$ cat src/rtl/mem_access_stage.sv
// RV32I memory-access stage: drives the data-memory req/ack port, aligns store lanes,
// extracts and extends load data, stalls on slow memory and owns the MEM/WB register.
module mem_access_stage #(
    parameter logic [6:0]  LOAD_OP = 7'b0000011,
    parameter int unsigned TIMEOUT = 16
) (
    input  logic        clk,
    input  logic        rst_n,

    input  logic [6:0]  EM_op_out,
    input  logic [2:0]  EM_funct3_out,
    input  logic [31:0] EM_daddr_out,
    input  logic [3:0]  EM_we_out,
    input  logic        EM_wer_out,
    input  logic [4:0]  EM_rd_out,
    input  logic [31:0] EM_regdata_out,
    input  logic [31:0] EM_dwdata_out,

    output logic        dmem_req,
    output logic [31:0] dmem_addr,
    output logic        dmem_we,
    output logic [3:0]  dmem_be,
    output logic [31:0] dmem_wdata,
    input  logic [31:0] dmem_rdata,
    input  logic        dmem_ack,

    output logic        mem_stall,
    output logic        bus_err,

    output logic        MW_wer_out,
    output logic [4:0]  MW_rd_out,
    output logic [31:0] MW_regdata_out
);

    localparam logic [0:0] StIdle     = 1'b0;
    localparam logic [0:0] StWait     = 1'b1;
    localparam logic [7:0] TimeoutCnt = 8'(TIMEOUT);

    logic [0:0]  state_q, state_d;
    logic [7:0]  wait_cnt_q, wait_cnt_d;
    logic        bus_err_q, bus_err_d;
    logic        mw_wer_q, mw_wer_d;
    logic [4:0]  mw_rd_q, mw_rd_d;
    logic [31:0] mw_data_q, mw_data_d;

    logic        is_store;
    logic        is_load;
    logic        mem_op;
    logic [1:0]  off;
    logic [3:0]  load_mask;
    logic [3:0]  acc_mask;
    logic [6:0]  shifted_mask;
    logic        misaligned;
    logic        active_state;
    logic        timeout_hit;
    logic [31:0] rdata_sh;
    logic [31:0] load_result;

    // Access decode and lane alignment
    always_comb begin
        is_store = |EM_we_out;
        is_load  = (EM_op_out == LOAD_OP) & EM_wer_out;
        mem_op   = is_load | is_store;
        off      = EM_daddr_out[1:0];

        case (EM_funct3_out)
            3'b000, 3'b100: load_mask = 4'b0001;
            3'b001, 3'b101: load_mask = 4'b0011;
            default:        load_mask = 4'b1111;
        endcase

        acc_mask     = is_store ? EM_we_out : load_mask;
        shifted_mask = {3'b000, acc_mask} << off;
        // Any lane pushed past byte 3 means the access straddles a word
        misaligned   = mem_op & (|shifted_mask[6:4]);
    end

    always_comb begin
        active_state = (state_q == StIdle) | (state_q == StWait);

        dmem_req   = rst_n & mem_op & ~misaligned & active_state;
        dmem_addr  = {EM_daddr_out[31:2], 2'b00};
        dmem_we    = is_store;
        dmem_be    = shifted_mask[3:0];
        dmem_wdata = EM_dwdata_out << {off, 3'b000};

        timeout_hit = (state_q == StWait) & dmem_req & ~dmem_ack & (wait_cnt_q == TimeoutCnt);
        mem_stall   = dmem_req & ~dmem_ack & ~timeout_hit;
        bus_err_d   = misaligned | timeout_hit;
    end

    // Load extraction: the addressed byte/half is moved down to bit 0 first
    always_comb begin
        rdata_sh = dmem_rdata >> {off, 3'b000};
        case (EM_funct3_out)
            3'b000:  load_result = {{24{rdata_sh[7]}}, rdata_sh[7:0]};
            3'b100:  load_result = {24'h000000, rdata_sh[7:0]};
            3'b001:  load_result = {{16{rdata_sh[15]}}, rdata_sh[15:0]};
            3'b101:  load_result = {16'h0000, rdata_sh[15:0]};
            default: load_result = rdata_sh;
        endcase
    end

    always_comb begin
        state_d    = state_q;
        wait_cnt_d = wait_cnt_q;
        case (state_q)
            StIdle: begin
                wait_cnt_d = 8'd0;
                if (dmem_req && !dmem_ack) begin
                    state_d    = StWait;
                    wait_cnt_d = 8'd1;
                end
            end
            StWait: begin
                if (!dmem_req || dmem_ack || timeout_hit) begin
                    state_d    = StIdle;
                    wait_cnt_d = 8'd0;
                end else begin
                    wait_cnt_d = wait_cnt_q + 8'd1;
                end
            end
        endcase
    end

    always_comb begin
        mw_wer_d  = mw_wer_q;
        mw_rd_d   = mw_rd_q;
        mw_data_d = mw_data_q;
        if (!mem_stall) begin
            mw_wer_d  = EM_wer_out & ~misaligned & ~timeout_hit;
            mw_rd_d   = EM_rd_out;
            mw_data_d = (is_load & ~is_store) ? load_result : EM_regdata_out;
        end
    end

    always_ff @(posedge clk) begin
        if (!rst_n) begin
            state_q    <= StIdle;
            wait_cnt_q <= 8'd0;
            bus_err_q  <= 1'b0;
            mw_wer_q   <= 1'b0;
            mw_rd_q    <= 5'd0;
            mw_data_q  <= 32'd0;
        end else begin
            state_q    <= state_d;
            wait_cnt_q <= wait_cnt_d;
            bus_err_q  <= bus_err_d;
            mw_wer_q   <= mw_wer_d;
            mw_rd_q    <= mw_rd_d;
            mw_data_q  <= mw_data_d;
        end
    end

    assign bus_err        = bus_err_q;
    assign MW_wer_out     = mw_wer_q;
    assign MW_rd_out      = mw_rd_q;
    assign MW_regdata_out = mw_data_q;

endmodule

$ cat config.mk
export PLATFORM = sky130hd
export DESIGN_NAME = mem_access_stage
export DESIGN_NICKNAME = d
export VERILOG_FILES = /design/src/rtl/mem_access_stage.sv
export SDC_FILE = /design/constraint.sdc
export NUM_CORES = 1
export LEC_CHECK = 0
export ABC_AREA = 1
export CAP_MARGIN = 20
export CORE_MARGIN = 1
export CORE_UTILIZATION = 37
export DETAILED_ROUTE_END_ITERATION = 6
export HOLD_SLACK_MARGIN = 0.08
export PLACE_DENSITY_LB_ADDON = 0.2
export SYNTH_ARGS = -nofsm -noshare
export SYNTH_HDL_FRONTEND = slang
export SYNTH_SLANG_ARGS = --single-unit
$ cat constraint.sdc
create_clock -name clk -period 2.3 [get_ports clk]
set_input_delay 0.46 -clock clk [delete_from_list [all_inputs] [get_ports clk]]
set_output_delay 0.46 -clock clk [all_outputs]
set_load 0.01 [all_outputs]
# --- Word-level counts from Yosys, hierarchy flattened ---
# Index checks and enable logic that the tools add are counted.
word_totals:
  mem_count: 0
  elab_cells: 54
  out_inout_bits: 110
  latch_bits: 0
  ff_bits: 48
  ramBits: 0
  in_bits: 151
  romBits: 0
op_classes:
  n_eq_ne: 5
  n_reduce_logical: 10
  n_bitwise: 19
  shift: 3
  n_addsub: 1
  mul: 0
  order_cmp: 0
  n_div: 0
  muxes: 10
ops:
  columns: ["op", "n"]
  rows:
  - ["case mux 32 bit (4 select lines)", 1]
  - ["2-to-1 mux 32 bit", 1]
  - ["left shift 32 x 5 -> 32 bit", 1]
  - ["right shift 32 x 5 -> 32 bit", 1]
  - ["case mux 8 bit (2 select lines)", 1]
  - ["AND 1 bit", 12]
  - ["adder 8 x 1 -> 8 bit, second input constant", 1]
  - ["== test 8 x 5 -> 1 bit, second input constant", 1]
  - ["2-to-1 mux 8 bit", 1]
  - ["case mux 4 bit (2 select lines)", 1]
  - ["== test 7 x 2 -> 1 bit, second input constant", 1]
  - ["left shift 4 x 2 -> 7 bit", 1]
  - ["== test 3 bit, second input constant", 2]
  - ["inverter 1 bit", 5]
  - ["2-to-1 mux 4 bit", 1]
  - ["OR reduction 2 bit", 2]
  - ["OR reduction 4 bit", 1]
  - ["== test 3 x 1 -> 1 bit, second input constant", 1]
  - ["logical NOT 3 bit", 1]
  - ["2-to-1 mux 1 bit", 3]
  - ["OR reduction 3 bit", 1]
  - ["logical NOT 1 bit", 2]
  - ["logical OR 1 bit", 2]
  - ["OR 1 bit", 2]
  - ["other kinds (2)", 2]

# --- Logic depth before layout (Yosys ltp) ---
depth:
  depth_word: 15
  ltp_mapped: 14
  depth_no_buf: 13

# --- Worst setup path before layout ---
# No wires, ideal clock.
synth_path:
  path_kind: "input-to-output"
  start: "input EM_daddr_out[0]"
  end: "output dmem_wdata[19]"
  path_slack_ns: 0.127
  n_path_buf: 4
  required_time_ns: 1.840
  t_arrival_ns: 1.713
  cell_stages: 7
  cell_sequence: "buf_2 -> clkinv_1 -> buf_2 -> buf_2 -> clkbuf_1 -> nand2_1 -> o21ai_0"
synth_via:
  elab_chain_cells: 1
synth_lines:
  columns: ["element", "line_no", "rtl"]
  rows:
  - ["start: declaration", "12", "input logic [31:0] EM_daddr_out,"]
  - ["left shift 32 x 5 -> 32 bit", "85", "dmem_wdata = EM_dwdata_out << {off, 3'b000};"]
  - ["end: declaration", "23", "output logic [31:0] dmem_wdata,"]
# No other way between the ends.

# --- Final worst setup path ---
layout_path:
  start: "input EM_funct3_out[0]"
  end: "output mem_stall"
layout_via:
  elab_chain_cells: 14
  elab_cells_between_ends: 19
  cone_classes: "3 x eq/ne; 1 x shift; 2 x mux; 9 x bitwise; 4 x reduce/logical"
layout_lines:
  columns: ["element", "line_no", "rtl"]
  rows:
  - ["start: declaration", "11", "input logic [2:0] EM_funct3_out,"]
  - ["== test 3 bit (tied with other cells)", "66", "case (EM_funct3_out)"]
  - ["OR reduction 2 bit", "66", null]
  - ["case mux 4 bit (2 select lines) *", "66", null]
  - ["2-to-1 mux 4 bit *", "72", "acc_mask = is_store ? EM_we_out : load_mask;"]
  - ["left shift 4 x 2 -> 7 bit *", "73", "shifted_mask = {3'b000, acc_mask} << off;"]
  - ["OR reduction 3 bit *", "75", "misaligned = mem_op & (|shifted_mask[6:4]);"]
  - ["AND 1 bit *", "75", null]
  - ["inverter 1 bit *", "81", "dmem_req = rst_n & mem_op & ~misaligned & active_state;"]
  - ["AND 1 bit *", "81", null]
  - ["AND 1 bit (3 in series)", "87", "timeout_hit = (state_q == StWait) & dmem_req & ~dmem_ack & (wait_cnt_q == TimeoutCnt);"]
  - ["inverter 1 bit", "88", "mem_stall = dmem_req & ~dmem_ack & ~timeout_hit;"]
  - ["AND 1 bit *", "88", null]
  - ["end: declaration", "27", "output logic mem_stall,"]
# Every way passes the cells marked *; elsewhere a longest branch is shown, timed or not.

==> results.txt <==
----------------------------------------------------
[Global route]
  Total routing usage reported by global routing ... roughly 25%
  Antenna violations before repair ... 0
  Largest net degree at the start of global routing ... 41
  Via count of the first global-routing pass ... 4717
  Global route overflow ... 0
  Global-route wire length before repair ... 22.5 mm

[Worst setup path]
  Largest delay contributor family on the critical path ... simple AND/OR/NAND/NOR gates
  Last element of the critical path ... mem_stall
  Start point of the critical path ... EM_funct3_out[0]
  Critical-path top delay cell ... sky130_fd_sc_hd__clkdlybuf4s50_1
  Critical path data arrival time ... 1.83 ns
  Worst setup slack for register-to-register paths ... 0.34 ns
  Element type at the critical path start ... input port
  Critical path fanouts, max ... 3
  Beginning of the worst register-to-register path ... wait_cnt_q[0]
  Crit path cell chain ... clkdlybuf4s50_1, inv_2, nand2_2, nand3_1, nand3b_1, nand2_1, nand2_1, nand2_2, nand4_4, nor2_4, buf_6
  Crit. path cell count ... 11
  Setup CP Type ... input port to output pin
  Worst stage delay on the critical path ... 0.42 ns
  Critical Path End Type ... output pin
  Worst reg-to-reg path cell count ... 12
  Buf/Inv on CP ... 3
  Data required time of the critical path ... 1.84 ns
  Endpoint of the worst-slack reg-to-reg timing path ... wait_cnt_q[5]

[STA]
  Pins Over Slew Limit ... 0
  Period Utilization, post-route ... 99.6%
  Highest clock rate ... 436 MHz
  Setup skew after layout ... 0.0128 ns
  Setup repair after global routing missed its margin ... yes
  Minimum clock period ... ~2.3 ns
  Final-report setup violation count ... 0
  Count of endpoints failing hold in the final timing report ... 0

[Power and ir drop]
  Total power divided by cell area ... 417 mW/mm²
  Leakage Power ... approximately 2.9 nW
  Sum of internal, switching and leakage power ... 2.57 mW
  VDD IR max ... 0.230 mV

[Logic synthesis]
  EDFF count, synth ... 0
  Register bit count reported by yosys ... 48
  Mapped cell area ... 0.00387 mm²
  Number of library cell types mapped by synthesis ... 35
  Library cell with the largest summed area after synthesis ... sky130_fd_sc_hd__dfxtp_1
  Leading register cell type out of synthesis ... sky130_fd_sc_hd__dfxtp_1
  Gate Count Post-Synth ... 669
  Synthesis warning total ... 0
  Cells taking the most area after synthesis ... sky130_fd_sc_hd__dfxtp_1 25%, sky130_fd_sc_hd__nand2_1 15%, sky130_fd_sc_hd__nor2_1 14%
  Area share of the leading cell type in the synthesized netlist ... around 25%
  Portion of the post-synthesis area used by sequential elements ... 24.8%
  Async S/R FF share, synth ... 0%
  Avg Synthesized Cell Area ... 5.79 µm²

[Flow run]
  MaxCap Viol Count ... 0

[CTS]
  Clk root buf ... sky130_fd_sc_hd__clkbuf_8
  Number of hold-repair buffers added at the cts stage ... 0
  TritonCTS sink count ... 48
  Clock tree from TritonCTS ... yes
  Clock latency of the later-clocked register in the worst-skew pair ... 0.31 ns
  Number of CTS-inserted buffers ... 5
  Max H-tree Level ... 2
  Clock slew at the register clock pins of the worst setup and hold paths ... 0.10 ns
  Clock tree buffer depth ... 2

[Place]
  Buffers on Ports ... 198
  HPWL after detailed placement ... 11.1 mm
  Count of placed standard cells including taps ... 976
  Final estimated routing congestion in global placement ... 0.917

[Layout]
  Ant diodes ... 0
  Leading cell type in the layout, fill and taps excluded ... sky130_fd_sc_hd__clkdlybuf4s50_1
  Layout fillers ... 928
  Layout net count ... ~1000
  Final cell count without fillers ... around 1000
  Share of post-route cells with drive strength above 1 ... 9.52%
  Commonest cells after routing, fill and taps aside ... 170 x sky130_fd_sc_hd__clkdlybuf4s50_1, 155 x sky130_fd_sc_hd__nand2_1, 142 x sky130_fd_sc_hd__nor2_1
  Layout area overhead ... 59.3%

[Detailed routing]
  Antenna violation net count after detailed routing ... 0
  Drt first-iter violations ... between 200 and 300
  Detailed-route DRC error count ... 0
  DRT Pass-1 Iters ... 4
  Drt via density ... about 5.0
  Total number of vias ... 4887
  Total wire length ... 14.3 mm
  WL/cell ... roughly 15 µm

[Floorplanning]
  Std-Cell Core Area ... 0.00995 mm²
  Effective utilization at floorplan ... 38.9%
  Die width ... 104 µm
  Die Footprint ... 0.0109 mm²
  I/O pin cnt ... 261
  Die Y ... roughly 100 µm
  Count of standard-cell rows ... 36

[Status]
  Result of the run ... complete, no violations

[Worst hold path]
  Path category of the worst min-delay check ... flop to flop

----------------------------------------------------
repair_timing:
item	in CTS	in global routing
hold endpoints to repair	0	0
pin swaps	5	2
gates resized for setup	31	16
endpoints found under the setup margin	16	28
setup buffers	0	0
metrics by stage:
step	hold slack, ns	utilization (%)	setup TNS [ns]	setup slack [ns]	area (µm²)
floorplan	0.450	-	0	0.127	3880
CTS	0.463	61.8	-0.00725	-0.00725	6150
detailed placement	0.440	60.4	-14.49	-0.612	6010
global placement	0.442	60.4	-10.35	-0.534	6010
finish	0.464	62.0	0	0.00811	6170
global route	0.481	62.0	-0.0521	-0.0521	6170
synth_stat cells, types with 2 or more instances:
cell type and instances:
sky130_fd_sc_hd__nor3_1 3, sky130_fd_sc_hd__o21ai_0 50, sky130_fd_sc_hd__nand3b_1 2, sky130_fd_sc_hd__inv_2 4, sky130_fd_sc_hd__o22ai_1 2, sky130_fd_sc_hd__dfxtp_1 48, sky130_fd_sc_hd__a22oi_1 7, sky130_fd_sc_hd__buf_4 35
sky130_fd_sc_hd__clkbuf_1 16, sky130_fd_sc_hd__mux2i_1 6, sky130_fd_sc_hd__buf_2 14, sky130_fd_sc_hd__nand3_1 28, sky130_fd_sc_hd__nor2_1 143, sky130_fd_sc_hd__buf_1 5, sky130_fd_sc_hd__nand2_2 5, sky130_fd_sc_hd__nand2_1 156
sky130_fd_sc_hd__buf_6 2, sky130_fd_sc_hd__nor2_2 2, sky130_fd_sc_hd__xor2_1 3, sky130_fd_sc_hd__ha_1 2, sky130_fd_sc_hd__a21oi_1 61, sky130_fd_sc_hd__o21bai_1 14, sky130_fd_sc_hd__xnor2_1 2, sky130_fd_sc_hd__inv_1 48
worst min path at each step:
stage / to / start / cells past startpoint
floorplan: wait_cnt_q[0] / wait_cnt_q[0] / 1
global route: MW_regdata_out[21] / MW_regdata_out[21] / 2
finish: MW_regdata_out[21] / MW_regdata_out[21] / 2
detailed placement: MW_regdata_out[26] / MW_regdata_out[26] / 2
global placement: MW_wer_out / MW_wer_out / 2
CTS: MW_regdata_out[21] / MW_regdata_out[21] / 2
logic make-up (layout without fill, tap and decap cells):
logic type / count (synthesis) / count (layout) / share of synthesized area (%)
and+or+nand+nor: 344 / 344 / 36.0
DFF: 48 / 48 / 24.8
muxes: 6 / 6 / 1.55
buffers and inverters: 125 / 306 / 16.3
other: 1 / 2 / 0.0968
AOI/OAI and AO/OA: 138 / 138 / 19.5
xor gates and xnor gates: 5 / 5 / 1.13
adders and majority gates: 2 / 2 / 0.646
worst reg2reg max path, delay by kind of cell, from the launching register on:
family | cells | cell delay [ns]
compound gates | 1 | 0.14
flops | 1 | 0.41
buf+inv | 3 | 0.55
fa+ha+maj | 1 | 0.19
simple gates | 7 | 0.61
sequential cells by signal (all words and copies together) (netlist names):
register,flops
MW_regdata_out,32
wait_cnt_q,8
MW_rd_out,5
MW_wer_out,1
bus_err,1
state_q,1
routing by layer:
layer	vias up	global-route usage, %	routed length [µm]
met2	195	43.2	6680
met4	0	9.08	380
met5	-	0	0
met1	2204	31.2	6260
li1	2454	-	-
met3	34	5.70	948
layout make-up:
| class | count | area, µm² | share of cell area, % |
|---|---|---|---|
| clock buffer | 5 | 68.8 | 1.12 |
| clock inverter | 3 | 68.8 | 1.12 |
| inverter | 53 | 200 | 3.25 |
| multi-input combinational | 497 | 2310 | 37.4 |
| sequential | 48 | 961 | 15.6 |
| tap | 133 | 166 | 2.70 |
| timing repair buffer | 245 | 2400 | 38.9 |
report_power, final:
| part | switching [mW] | total [mW] | internal [mW] |
|---|---|---|---|
| clock | 0.330 | 0.769 | 0.438 |
| combinational | 0.406 | 0.896 | 0.490 |
| sequential | 0.0274 | 0.910 | 0.882 |
| total | 0.764 | 2.57 | 1.81 |
Note: power is estimated with default switching activity, not from simulation.
